$ cat src/rtl/vu_pkg.sv
// Shared types, widths and the vol-bus packing helper for the channel visualiser scheduler.
`timescale 1ns/1ps
package vu_pkg;

  localparam int unsigned N_CH    = 7;
  localparam int unsigned CH_W    = 3;
  localparam int unsigned LVL_W   = 3;
  localparam int unsigned LVL_MAX = (1 << LVL_W) - 1;
  localparam int unsigned VOL_W   = (N_CH + 1) * LVL_W;
  localparam int unsigned PLAY_W  = N_CH + 1;
  localparam int unsigned COLOR_W = 3;

  typedef enum logic [1:0] {ACCUM, COMMIT, PUBLISH} state_e;

  // Channel i lives in element i; element 0 is the least significant level.
  typedef logic [N_CH-1:0][LVL_W-1:0] lvl_vec_t;

  // Bottom level slot of the vol bus is unused and always zero.
  function automatic logic [VOL_W-1:0] pack_vol(input lvl_vec_t lv);
    return {lv, LVL_W'(0)};
  endfunction

endpackage

$ cat src/rtl/vu_log_quant.sv
// Combinational log quantiser: msb position of a peak magnitude mapped onto a 0..7 display level.
`timescale 1ns/1ps
module vu_log_quant
  import vu_pkg::*;
#(
  parameter int unsigned SAMPLE_W = 16
) (
  input  logic [SAMPLE_W-2:0] mag,
  output logic [LVL_W-1:0]    level_c
);

  localparam int unsigned MAG_W  = SAMPLE_W - 1;
  localparam int unsigned OFFSET = SAMPLE_W - 8;

  int unsigned msb;

  // Levels start one bit above OFFSET and saturate at LVL_MAX.
  always_comb begin
    msb     = 0;
    level_c = '0;
    for (int unsigned i = 0; i < MAG_W; i++) begin
      if (mag[i]) msb = i;
    end
    if (mag != '0 && msb >= OFFSET + 1) begin
      if (msb - OFFSET >= LVL_MAX) level_c = LVL_W'(LVL_MAX);
      else                         level_c = LVL_W'(msb - OFFSET);
    end
  end

endmodule

$ cat src/rtl/vu_frame_scheduler.sv
// Per-frame peak tracker and sequential 7-channel level commit; vol bus and palette index publish atomically.
`timescale 1ns/1ps
module vu_frame_scheduler
  import vu_pkg::*;
#(
  parameter int unsigned SAMPLE_W       = 16,
  parameter int unsigned DECAY_FRAMES   = 4,
  parameter int unsigned PALETTE_FRAMES = 30
) (
  input  logic                clk,
  input  logic                reset,
  input  logic                frame_tick,
  input  logic                s_valid,
  input  logic [CH_W-1:0]     s_ch,
  input  logic [SAMPLE_W-1:0] s_data,
  input  logic [PLAY_W-1:0]   play,
  output logic [VOL_W-1:0]    vol_o,
  output logic [COLOR_W-1:0]  color_idx,
  output logic                commit_done,
  output logic                overrun,
  output logic                busy
);

  localparam int unsigned MAG_W = SAMPLE_W - 1;
  localparam int unsigned DEC_W = $clog2(DECAY_FRAMES + 1);
  localparam int unsigned PAL_W = $clog2(PALETTE_FRAMES + 1);

  state_e               state_q, state_d;
  logic [CH_W-1:0]      ch_q, ch_d;
  logic [MAG_W-1:0]     peak_q [N_CH];
  logic [MAG_W-1:0]     snap_q [N_CH];
  lvl_vec_t             held_q, stage_q;
  logic [DEC_W-1:0]     decay_cnt_q;
  logic [PAL_W-1:0]     pal_cnt_q;
  logic [SAMPLE_W-1:0]  neg_data;
  logic [MAG_W-1:0]     mag;
  logic                 accept, tick_take, commit_en, publish_en, dec_now;
  logic [LVL_W-1:0]     q_lvl, held_cur, stage_val;

  assign accept = s_valid && (s_ch != CH_W'(N_CH));

  // |s_data| with the most negative code saturated to the largest positive magnitude.
  always_comb begin
    neg_data = ~s_data + SAMPLE_W'(1);
    if (!s_data[SAMPLE_W-1])      mag = s_data[MAG_W-1:0];
    else if (neg_data[SAMPLE_W-1]) mag = {MAG_W{1'b1}};
    else                           mag = neg_data[MAG_W-1:0];
  end

  always_ff @(posedge clk) begin
    if (reset) begin
      state_q <= ACCUM;
      ch_q    <= '0;
    end else begin
      state_q <= state_d;
      ch_q    <= ch_d;
    end
  end

  always_comb begin
    state_d    = state_q;
    ch_d       = ch_q;
    tick_take  = 1'b0;
    commit_en  = 1'b0;
    publish_en = 1'b0;
    unique case (state_q)
      ACCUM: begin
        if (frame_tick) begin
          tick_take = 1'b1;
          ch_d      = '0;
          state_d   = COMMIT;
        end
      end
      COMMIT: begin
        commit_en = 1'b1;
        ch_d      = ch_q + CH_W'(1);
        if (ch_q == CH_W'(N_CH - 1)) state_d = PUBLISH;
      end
      PUBLISH: begin
        publish_en = 1'b1;
        state_d    = ACCUM;
      end
      default: state_d = ACCUM;
    endcase
  end

  // Peak tracking runs in every state; a sample in the snapshot cycle seeds the next frame.
  always_ff @(posedge clk) begin
    for (int unsigned i = 0; i < N_CH; i++) begin
      if (reset) begin
        peak_q[i] <= '0;
        snap_q[i] <= '0;
      end else if (tick_take) begin
        snap_q[i] <= peak_q[i];
        peak_q[i] <= (accept && s_ch == CH_W'(i)) ? mag : '0;
      end else if (accept && s_ch == CH_W'(i) && mag > peak_q[i]) begin
        peak_q[i] <= mag;
      end
    end
  end

  vu_log_quant #(.SAMPLE_W(SAMPLE_W)) u_quant (
    .mag     (snap_q[ch_q]),
    .level_c (q_lvl)
  );

  // Rise immediately to the new level, otherwise fall by one step on decay commits only.
  always_comb begin
    held_cur  = held_q[ch_q];
    dec_now   = (decay_cnt_q == DEC_W'(DECAY_FRAMES - 1));
    stage_val = held_cur;
    if (!play[ch_q + CH_W'(1)])           stage_val = '0;
    else if (q_lvl >= held_cur)           stage_val = q_lvl;
    else if (dec_now && held_cur != '0)   stage_val = held_cur - LVL_W'(1);
  end

  always_ff @(posedge clk) begin
    if (reset) begin
      vol_o       <= '0;
      color_idx   <= '0;
      commit_done <= 1'b0;
      overrun     <= 1'b0;
      busy        <= 1'b0;
      held_q      <= '0;
      stage_q     <= '0;
      decay_cnt_q <= '0;
      pal_cnt_q   <= '0;
    end else begin
      commit_done <= publish_en;
      busy        <= (state_d != ACCUM);
      if (frame_tick && state_q != ACCUM) overrun <= 1'b1;
      if (commit_en) begin
        held_q[ch_q]  <= stage_val;
        stage_q[ch_q] <= stage_val;
      end
      if (publish_en) begin
        vol_o <= pack_vol(stage_q);
        if (decay_cnt_q == DEC_W'(DECAY_FRAMES - 1)) decay_cnt_q <= '0;
        else                                         decay_cnt_q <= decay_cnt_q + DEC_W'(1);
        if (pal_cnt_q == PAL_W'(PALETTE_FRAMES - 1)) begin
          pal_cnt_q <= '0;
          color_idx <= color_idx + COLOR_W'(1);
        end else begin
          pal_cnt_q <= pal_cnt_q + PAL_W'(1);
        end
      end
    end
  end

endmodule

$ cat config.mk
export PLATFORM = sky130hd
export DESIGN_NAME = vu_frame_scheduler
export DESIGN_NICKNAME = d
export VERILOG_FILES = /design/src/rtl/vu_pkg.sv /design/src/rtl/vu_log_quant.sv /design/src/rtl/vu_frame_scheduler.sv
export SDC_FILE = /design/constraint.sdc
export NUM_CORES = 1
export LEC_CHECK = 0
export ABC_AREA = 1
export ABC_CLOCK_PERIOD_IN_PS = 3800
export BUFFER_PORTS_ARGS = -buffer_cell sky130_fd_sc_hd__buf_2
export CAP_MARGIN = 20
export CORE_AREA = 2 2 195 197
export DETAILED_ROUTE_END_ITERATION = 8
export DIE_AREA = 0 0 197 199
export PLACE_DENSITY = 0.57
export REMOVE_ABC_BUFFERS = 1
export SYNTH_ARGS = -nofsm -noshare
export SYNTH_HDL_FRONTEND = slang
export SYNTH_HIERARCHICAL = 1
export SYNTH_SLANG_ARGS = --single-unit
$ cat constraint.sdc
create_clock -name clk -period 3.8 [get_ports clk]
set_input_delay 0.76 -clock clk [delete_from_list [all_inputs] [get_ports clk]]
set_output_delay 0.76 -clock clk [all_outputs]
set_load 0.05 [all_outputs]
* Word level (Yosys, flattened, before mapping)
Memories as Yosys holds them, arrays and structs flattened. A register that Yosys moved wholly into a read port is not among the register bits.
Index checks and enable logic that the tools add are counted.
Widths: inputs -> output; s select.
** Word-level totals
- Latch bits :: 0
- Register bits :: 82
- Output and inout bits :: 30
- Bits in writable memories :: 210
- Input port bits :: 31
- Logic and storage cells :: 211
- Memories kept :: 2
- Memory bits (read-only) :: 0
** Operators by class
- Equality and inequality tests :: 13
- Add/subtract/negate cells :: 7
- Magnitude comparators :: 13
- Mux-type cells :: 103
- Multipliers :: 0
- Shift operators :: 0
- Reductions and logical operators :: 28
- Divide/modulo/power cells :: 0
- Bitwise logic cells :: 22
** Memories
- peak_q :: depth 7, width 15, rd ports 7, clocked after Yosys merged registers in 0, wr ports 7, line vu_frame_scheduler.sv:30 : logic [MAG_W-1:0] peak_q [N_CH];
- snap_q :: depth 7, width 15, rd ports 1, clocked after Yosys merged registers in 1, wr ports 7, line vu_frame_scheduler.sv:31 : logic [MAG_W-1:0] snap_q [N_CH];
** Operator list (number)
- $mux 15 :: 30
- $gt 15x15->1 :: 7
- $mux 3 :: 15
- $bwmux 21 :: 2
- $mux 1 :: 39
- $ge 32x3->1 const B :: 1
- $mux 4 :: 7
- $or 1x1->1 :: 21
- $logic_and 1x1->1 :: 19
- $add 16x1->16 const B :: 1
- $not 16->16 :: 1
- $reduce_bool 15->1 :: 1
- $eq 3x3->1 const B :: 4
- $add 3x1->3 const B :: 3
- $bmux 3 s3 :: 1
- $demux 3 s3 :: 1
- $eq 3x2->1 const B :: 3
- $lt 3x4->1 const B :: 2
- $mux 2 :: 4
- $pmux 3 s2 :: 1
- $reduce_bool 2->1 :: 3
- $add 5x1->5 const B :: 1
- $eq 5x5->1 const B :: 1
- $mux 5 :: 1
- 16 further kinds :: 17

* Logic depth before layout (Yosys ltp)
Gate-level depths: netlist of the first run.
- Depth in word-level cells :: 22
- Mapped depth :: 31

* Cells and area by module
Netlist of the first run, hierarchy kept.
** By module, submodules not included
- vu_frame_scheduler :: times used 1, sequential area each 7587.3 um^2, area each 14549.0 um^2, cells each 1637
- vu_log_quant :: times used 1, sequential area each 0.0 um^2, area each 132.6 um^2, cells each 34

* Worst setup path after synthesis of the first run
OpenSTA, ideal clock, no wires.
- Path kind :: input -> register
- Start :: in frame_tick
- End :: mem snap_q[0][0] in the netlist's numbering (enable)
- Cell stages on the path :: 4
- Setup slack :: 73 ps
- Setup time :: 459 ps
- Data arrival time :: 3269 ps
- Data required time :: 3341 ps
- Buffers on the path :: 1
- Cells stage by stage :: nor3b_4 -> nor2_4 -> buf_4 -> inv_1
** RTL lines
- start: declaration :: line vu_frame_scheduler.sv:12 : input logic frame_tick,
- end: declaration :: line vu_frame_scheduler.sv:31

==> results of run 1 <==
==> power breakdown <==
group	internal (mW)	total (mW)	switching [mW]	leakage [nW]
sequential	3.33	3.39	0.0579	2.72
clock	2.01	3.25	1.25	0.548
combinational	0.426	1.29	0.864	4.03
total	5.76	7.93	2.17	7.30
==> sequential cells by signal (all words and copies together), names as in the netlist, 2 cells and up, named ones only <==
name	flops
snap_q	98
held_q	21
state_q	2
ch_q	3
vol_o	21
decay_cnt_q	3
peak_q	105
color_idx	3
pal_cnt_q	5
==> through the flow <==
step                      utilization [%]  power (mW)  setup TNS (ns)  cell area (um2)  instances
after CTS                            44.8        7.98               0            16600       2228
after global placement               41.7        4.70          -0.108            15500       2171
after global routing                 44.8        8.29               0            16600       2230
after floorplan                         -        4.25           -5.98            14000       1576
after detailed placement             41.7        4.73          -0.104            15500       2171
final                                44.8        7.93               0            16600       2230
==> worst min-delay path: stages, from the launching register on <==
cell and delay [ns]:
dfxtp_1 0.31, inv_1 0.04, a21oi_1 0.05
==> layer usage <==
layer | global-route usage (%) | vias up
li1 | - | 5647
met1 | 24.4 | 5187
met2 | 33.2 | 244
met3 | 1.95 | 51
met4 | 4.98 | 0
met5 | 0 | -
==> path summary, 6_finish.rpt <==
kind                to  cells past startpoint     from
max          held_q[5]                     29     flop
min            overrun                      2  overrun
max reg2reg  held_q[5]                     29     flop
min reg2reg    overrun                      2  overrun
==> what timing repair did <==
item | CTS | global route
setup buffers | 0 | 2
resized for setup | 0 | 4
endpoints found under the setup margin | 0 | 21
==> layout make-up <==
class / count / area (um2) / share of cell area (%)
Clock buffer: 41 / 897 / 5.39
Clock inverter: 16 / 233 / 1.40
Inverter: 217 / 820 / 4.92
Multi-Input combinational cell: 1092 / 5870 / 35.3
Sequential cell: 267 / 7380 / 44.3
Tap cell: 474 / 593 / 3.56
Timing Repair Buffer: 123 / 856 / 5.14
==> run_results.csv, run 1 <==
group,metric,value,unit
outcome,outcome,"finished, final reports clean",
timing,setup_viol,0,
final_layout,mostFrequentLayoutCells,"nand2_1, nor2_1, inv_1",
yosys,yosys_warnings,6,
route,vias,11100,
yosys,syn-cell-area,14400,um2
global_routing,grt-ovfl-total,0,
global_routing,grt_pass1_vias,10800,
cts,path_clk_slew,0.06,ns
cts,cts_max_level,1,
timing,hold_ws,0.448,ns
setup_path,cp.required,4.30,ns
route,post-route-drc-count,0,
place,preCtsSetupSlack,-0.0132,ns
final_layout,drive_above_1_share,11.4,%
cts,cts_buffer_depth,3,
place,dp_hpwl,26800,um
floorplan,fp-row-count,71,
global_routing,antenna_found_initial,0,
setup_path,crit_type,"flop to flop",
final_layout,final_common_cell,"nand2_1",
floorplan,io_pins,61,
timing,grt_setup_unrepaired,"false",
floorplan,die_width,197,um
route,met1_length,16400,um
floorplan,fp.dieH,199,um
power_and_ir_drop,power.density,476,nW/um2
setup_path,endpoint_kind,"flop",
setup_path,worst-path-max-fanout,7,
floorplan,coreArea,37100,um2
route,viasPerCell,4.99,
timing,final_critical_path_setup_slack,0.465,ns
final_layout,area_growth,15.8,%
route,antenna_left,0,
route,wl_per_cell,16.5,um
power_and_ir_drop,peakVddDrop,0.400,mV
place,routabilityCongestion,0.861,
power_and_ir_drop,power.leakage,7.30,nW
floorplan,initial_utilization,38.7,%
route,wl_met3,1610,um
final_layout,nFillCells,3654,
setup_path,cp_top_family,"simple AND/OR/NAND/NOR gates",
final_layout,nets,1880,
route,drt_iter0_drc,707,
cts,worstSkewPairLatency,0.57,ns
global_routing,grt_first_pass_wirelength,57400,um
cts,hold_buffers,0,
timing,min_period,3.34,ns
setup_path,critPathSlowestCell,"dfxtp_1",
timing,skew,0.0116,ns
timing,tightest_slew,0.732,ns
setup_path,startpoint_type,"flop",
timing,min_period_over_period,87.8,%
timing,hold_violations,0,
timing,slew_headroom,51.0,%
route,routed_wl,36700,um
cts,clockRootBuffer,"clkbuf_16",
final_layout,num_antenna_cells,0,
setup_path,rrSetupSlack,0.46,ns
global_routing,grt_usage,18.7,%
yosys,synthCells,1639,
global_routing,grt_max_degree,99,
job,maxCapViolCount,0,
yosys,synth.avg_cell_area,8.77,um2
route,routed.top_layer,"met4",
timing,fmax,0.300,GHz
min_path,hp-class,"flop to flop",
cts,cts_sinks,267,
cts,cts_tree,"built",
setup_path,critPathBufInv,4,
route,dr.pass1.iters,5,
setup_path,crit_top_cell,"nand2_1",
place,numPortBuffers,57,
floorplan,fp.dieArea,39200,um2
setup_path,slowest_delay,0.43,ns
timing,drv_slew,0,
setup_path,arrival,3.83,ns
cts,cts_buffers,31,
route,wl_met2,17900,um
No activity file was read; power rests on OpenSTA's default activity.
==> run 2: changes to the inputs <==
CELL_PAD_IN_SITES_DETAIL_PLACEMENT = 1   (was unset)
CELL_PAD_IN_SITES_GLOBAL_PLACEMENT = 2   (was unset)
CORE_AREA = 2 2 208 210   (was 2 2 195 197)
DIE_AREA = 0 0 210 212   (was 0 0 197 199)
PLACE_DENSITY = 0.75   (was 0.57)
==> run 2 against run 1 <==
Compared with the run above:
- via count rose by 3.1%
- combinational power rose by 6%
- total power rose by 1.5%
- flip-flop and latch count did not move
- cell count rose by 3.1%
- global-route usage rose by 0.29 points
- clock skew rose by 0.016 ns
- final area rose by 1.1%
- maximum frequency fell by 2.3%
- largest power group unchanged
- die area rose by 14%
- critical path depth fell by 9
==> run_results.csv, run 2 (synthesized netlist as in run 1, its figures left out) <==
group,metric,value,unit
global_routing,grt_pass1_vias,11800,
setup_path,crit_type,"primary input to flop",
min_path,hp-class,"flop to flop",
global_routing,grt_util_met1,24.7,%
final_layout,drive_above_1_share,11.0,%
timing,setup_viol,0,
power_and_ir_drop,p_seq_share,42.1,%
power_and_ir_drop,sw_frac_of_total,28.3,%
setup_path,crit_start,"s_data[0]",
min_path,min-delay-start,"overrun",
global_routing,grt_busiest_layer,"met2",
outcome,outcome,"finished, final reports clean",
timing,final_critical_path_setup_slack,0.387,ns
final_layout,largest_register_ffs,105,
floorplan,coreArea,42500,um2
setup_path,cp.required,4.00,ns
power_and_ir_drop,power.leakage,7.32,nW
place,dp_hpwl,30300,um
power_and_ir_drop,peakVddDrop,0.292,mV
place,routabilityCongestion,0.784,
global_routing,grt_usage,19.0,%
timing,drv_slew,0,
cts,cts_sinks,267,
floorplan,fp.dieH,212,um
timing,tightest_slew,0.756,ns
cts,cts_tree,"built",
timing,fmax,0.293,GHz
final_layout,area_growth,17.1,%
setup_path,endpoint_kind,"flop",
job,maxCapViolCount,0,
min_path,hold_depth,2,
global_routing,use_met2,33.5,%
final_layout,num_antenna_cells,0,
global_routing,grt-ovfl-total,0,
floorplan,die_width,210,um
floorplan,io_pins,61,
timing,skew,0.0275,ns
power_and_ir_drop,power.density,478,nW/um2
setup_path,ff2ff_path_depth,30,
global_routing,antenna_found_initial,0,
power_and_ir_drop,power_frac_comb,17.0,%
min_path,hold_end,"overrun",
setup_path,rrSetupSlack,0.44,ns
power_and_ir_drop,power_frac_clock,40.8,%
cts,hold_buffers,0,
setup_path,startpoint_type,"primary input",
route,post-route-drc-count,0,
route,antenna_left,0,
route,viasPerCell,4.99,
global_routing,grt_first_pass_wirelength,65400,um
timing,min_period_over_period,89.8,%
timing,grt_setup_unrepaired,"false",
route,drt_iter0_drc,544,
cts,clockRootBuffer,"clkbuf_16",
final_layout,largestRegisters,"peak_q x105, snap_q x98",
power_and_ir_drop,p_int,5.77,mW
final_layout,regMostFlops,"peak_q",
global_routing,grtUsageMet3,2.20,%
timing,min_period,3.41,ns
timing,hold_violations,0,
setup_path,rr_endpoint,"held_q[1]",
final_layout,mostFrequentLayoutCells,"nand2_1, nor2_1, inv_1",
final_layout,final_common_cell,"nand2_1",
floorplan,fp-row-count,76,
setup_path,arrival,3.61,ns
cts,cts_max_level,2,
cts,worstSkewPairLatency,0.53,ns
place,post_dp_cell_area,15600,um2
timing,slew_headroom,49.4,%
global_routing,grt_max_degree,97,
setup_path,worst-path-max-fanout,15,
cts,cts_buffer_depth,3,
place,preCtsSetupSlack,-0.184,ns
cts,path_clk_slew,0.05,ns
final_layout,nets,1876,
route,wl_per_cell,18.3,um
route,routed_wl,42100,um
place,numPortBuffers,57,
floorplan,initial_utilization,33.8,%
final_layout,nFillCells,4934,
power_and_ir_drop,power_switching,2.28,mW
route,dr.pass1.iters,8,
floorplan,fp.dieArea,44500,um2
cts,cts_buffers,34,
final_layout,fin_area,16800,um2
final_layout,utilization,39.6,%
route,vias,11500,
-- run 2: worst max-delay path by stage --
| stage | slack [ns] | end | cells after the start |
|---|---|---|---|
| after floorplan | -0.28 | held_q[0] | 29 |
| after global placement | -0.08 | peak_q[5][5] | 20 |
| after detailed placement | -0.18 | peak_q[1][3] | 20 |
| after CTS | 0.21 | held_q[0] | 29 |
| after global routing | 0.05 | held_q[15] | 30 |
| final | 0.39 | peak_q[6][6] | 20 |
-- run 2: per-stage QoR --
stage                     setup TNS [ns]  power, mW  hold WS (ns)  cells
final                                  0       8.05         0.452   2299
after global routing                   0       8.41         0.471   2299
after CTS                              0       8.12         0.456   2296
after detailed placement          -19.33       4.80         0.447   2235
after global placement             -5.21       4.76         0.440   2235
after floorplan                    -5.98       4.25         0.432   1576
-- run 2: critical path, cell delays in order --
cell     delay (ns)
buf_2          0.10
inv_1          0.10
ha_1           0.21
nand2_1        0.08
nor2_1         0.15
nand2_1        0.09
nand2_1        0.14
nand2_1        0.07
nand2_1        0.07
nand3_2        0.34
ha_1           0.48
nand2_1        0.08
nor2_1         0.15
inv_1          0.08
nor3_1         0.13
nand2_1        0.08
nand2_1        0.06
nand2_1        0.10
nand2_1        0.08
buf_4          0.24
-- run 2: repair_timing --
action,4_1_cts,5_1_grt
gates resized for setup,0,11
setup endpoints to repair,0,21
setup buffers,0,1
-- run 2: layer usage --
layer,vias up,part of all wire [%]
met5,-,0
met2,167,48
met3,60,3.0
met1,5611,46
met4,0,2.5
li1,5640,-
-- run 2: area by class of cell --
type | instances | area [um2] | area share [%]
tap | 546 | 683 | 4.06
clock inverter | 18 | 206 | 1.23
timing repair buffer | 116 | 938 | 5.58
sequential | 267 | 7380 | 43.9
inverter | 217 | 823 | 4.89
multi-input combinational | 1092 | 5880 | 34.9
clock buffer | 43 | 916 | 5.44
-- run 2: power by group through the flow --
stage | logic [mW] | clock network (mW) | registers, mW
floorplan | 0.802 | 0 | 3.45
global placement | 1.32 | 0 | 3.45
detailed placement | 1.36 | 0 | 3.45
CTS | 1.36 | 3.37 | 3.39
global route | 1.55 | 3.45 | 3.41
finish | 1.37 | 3.29 | 3.39
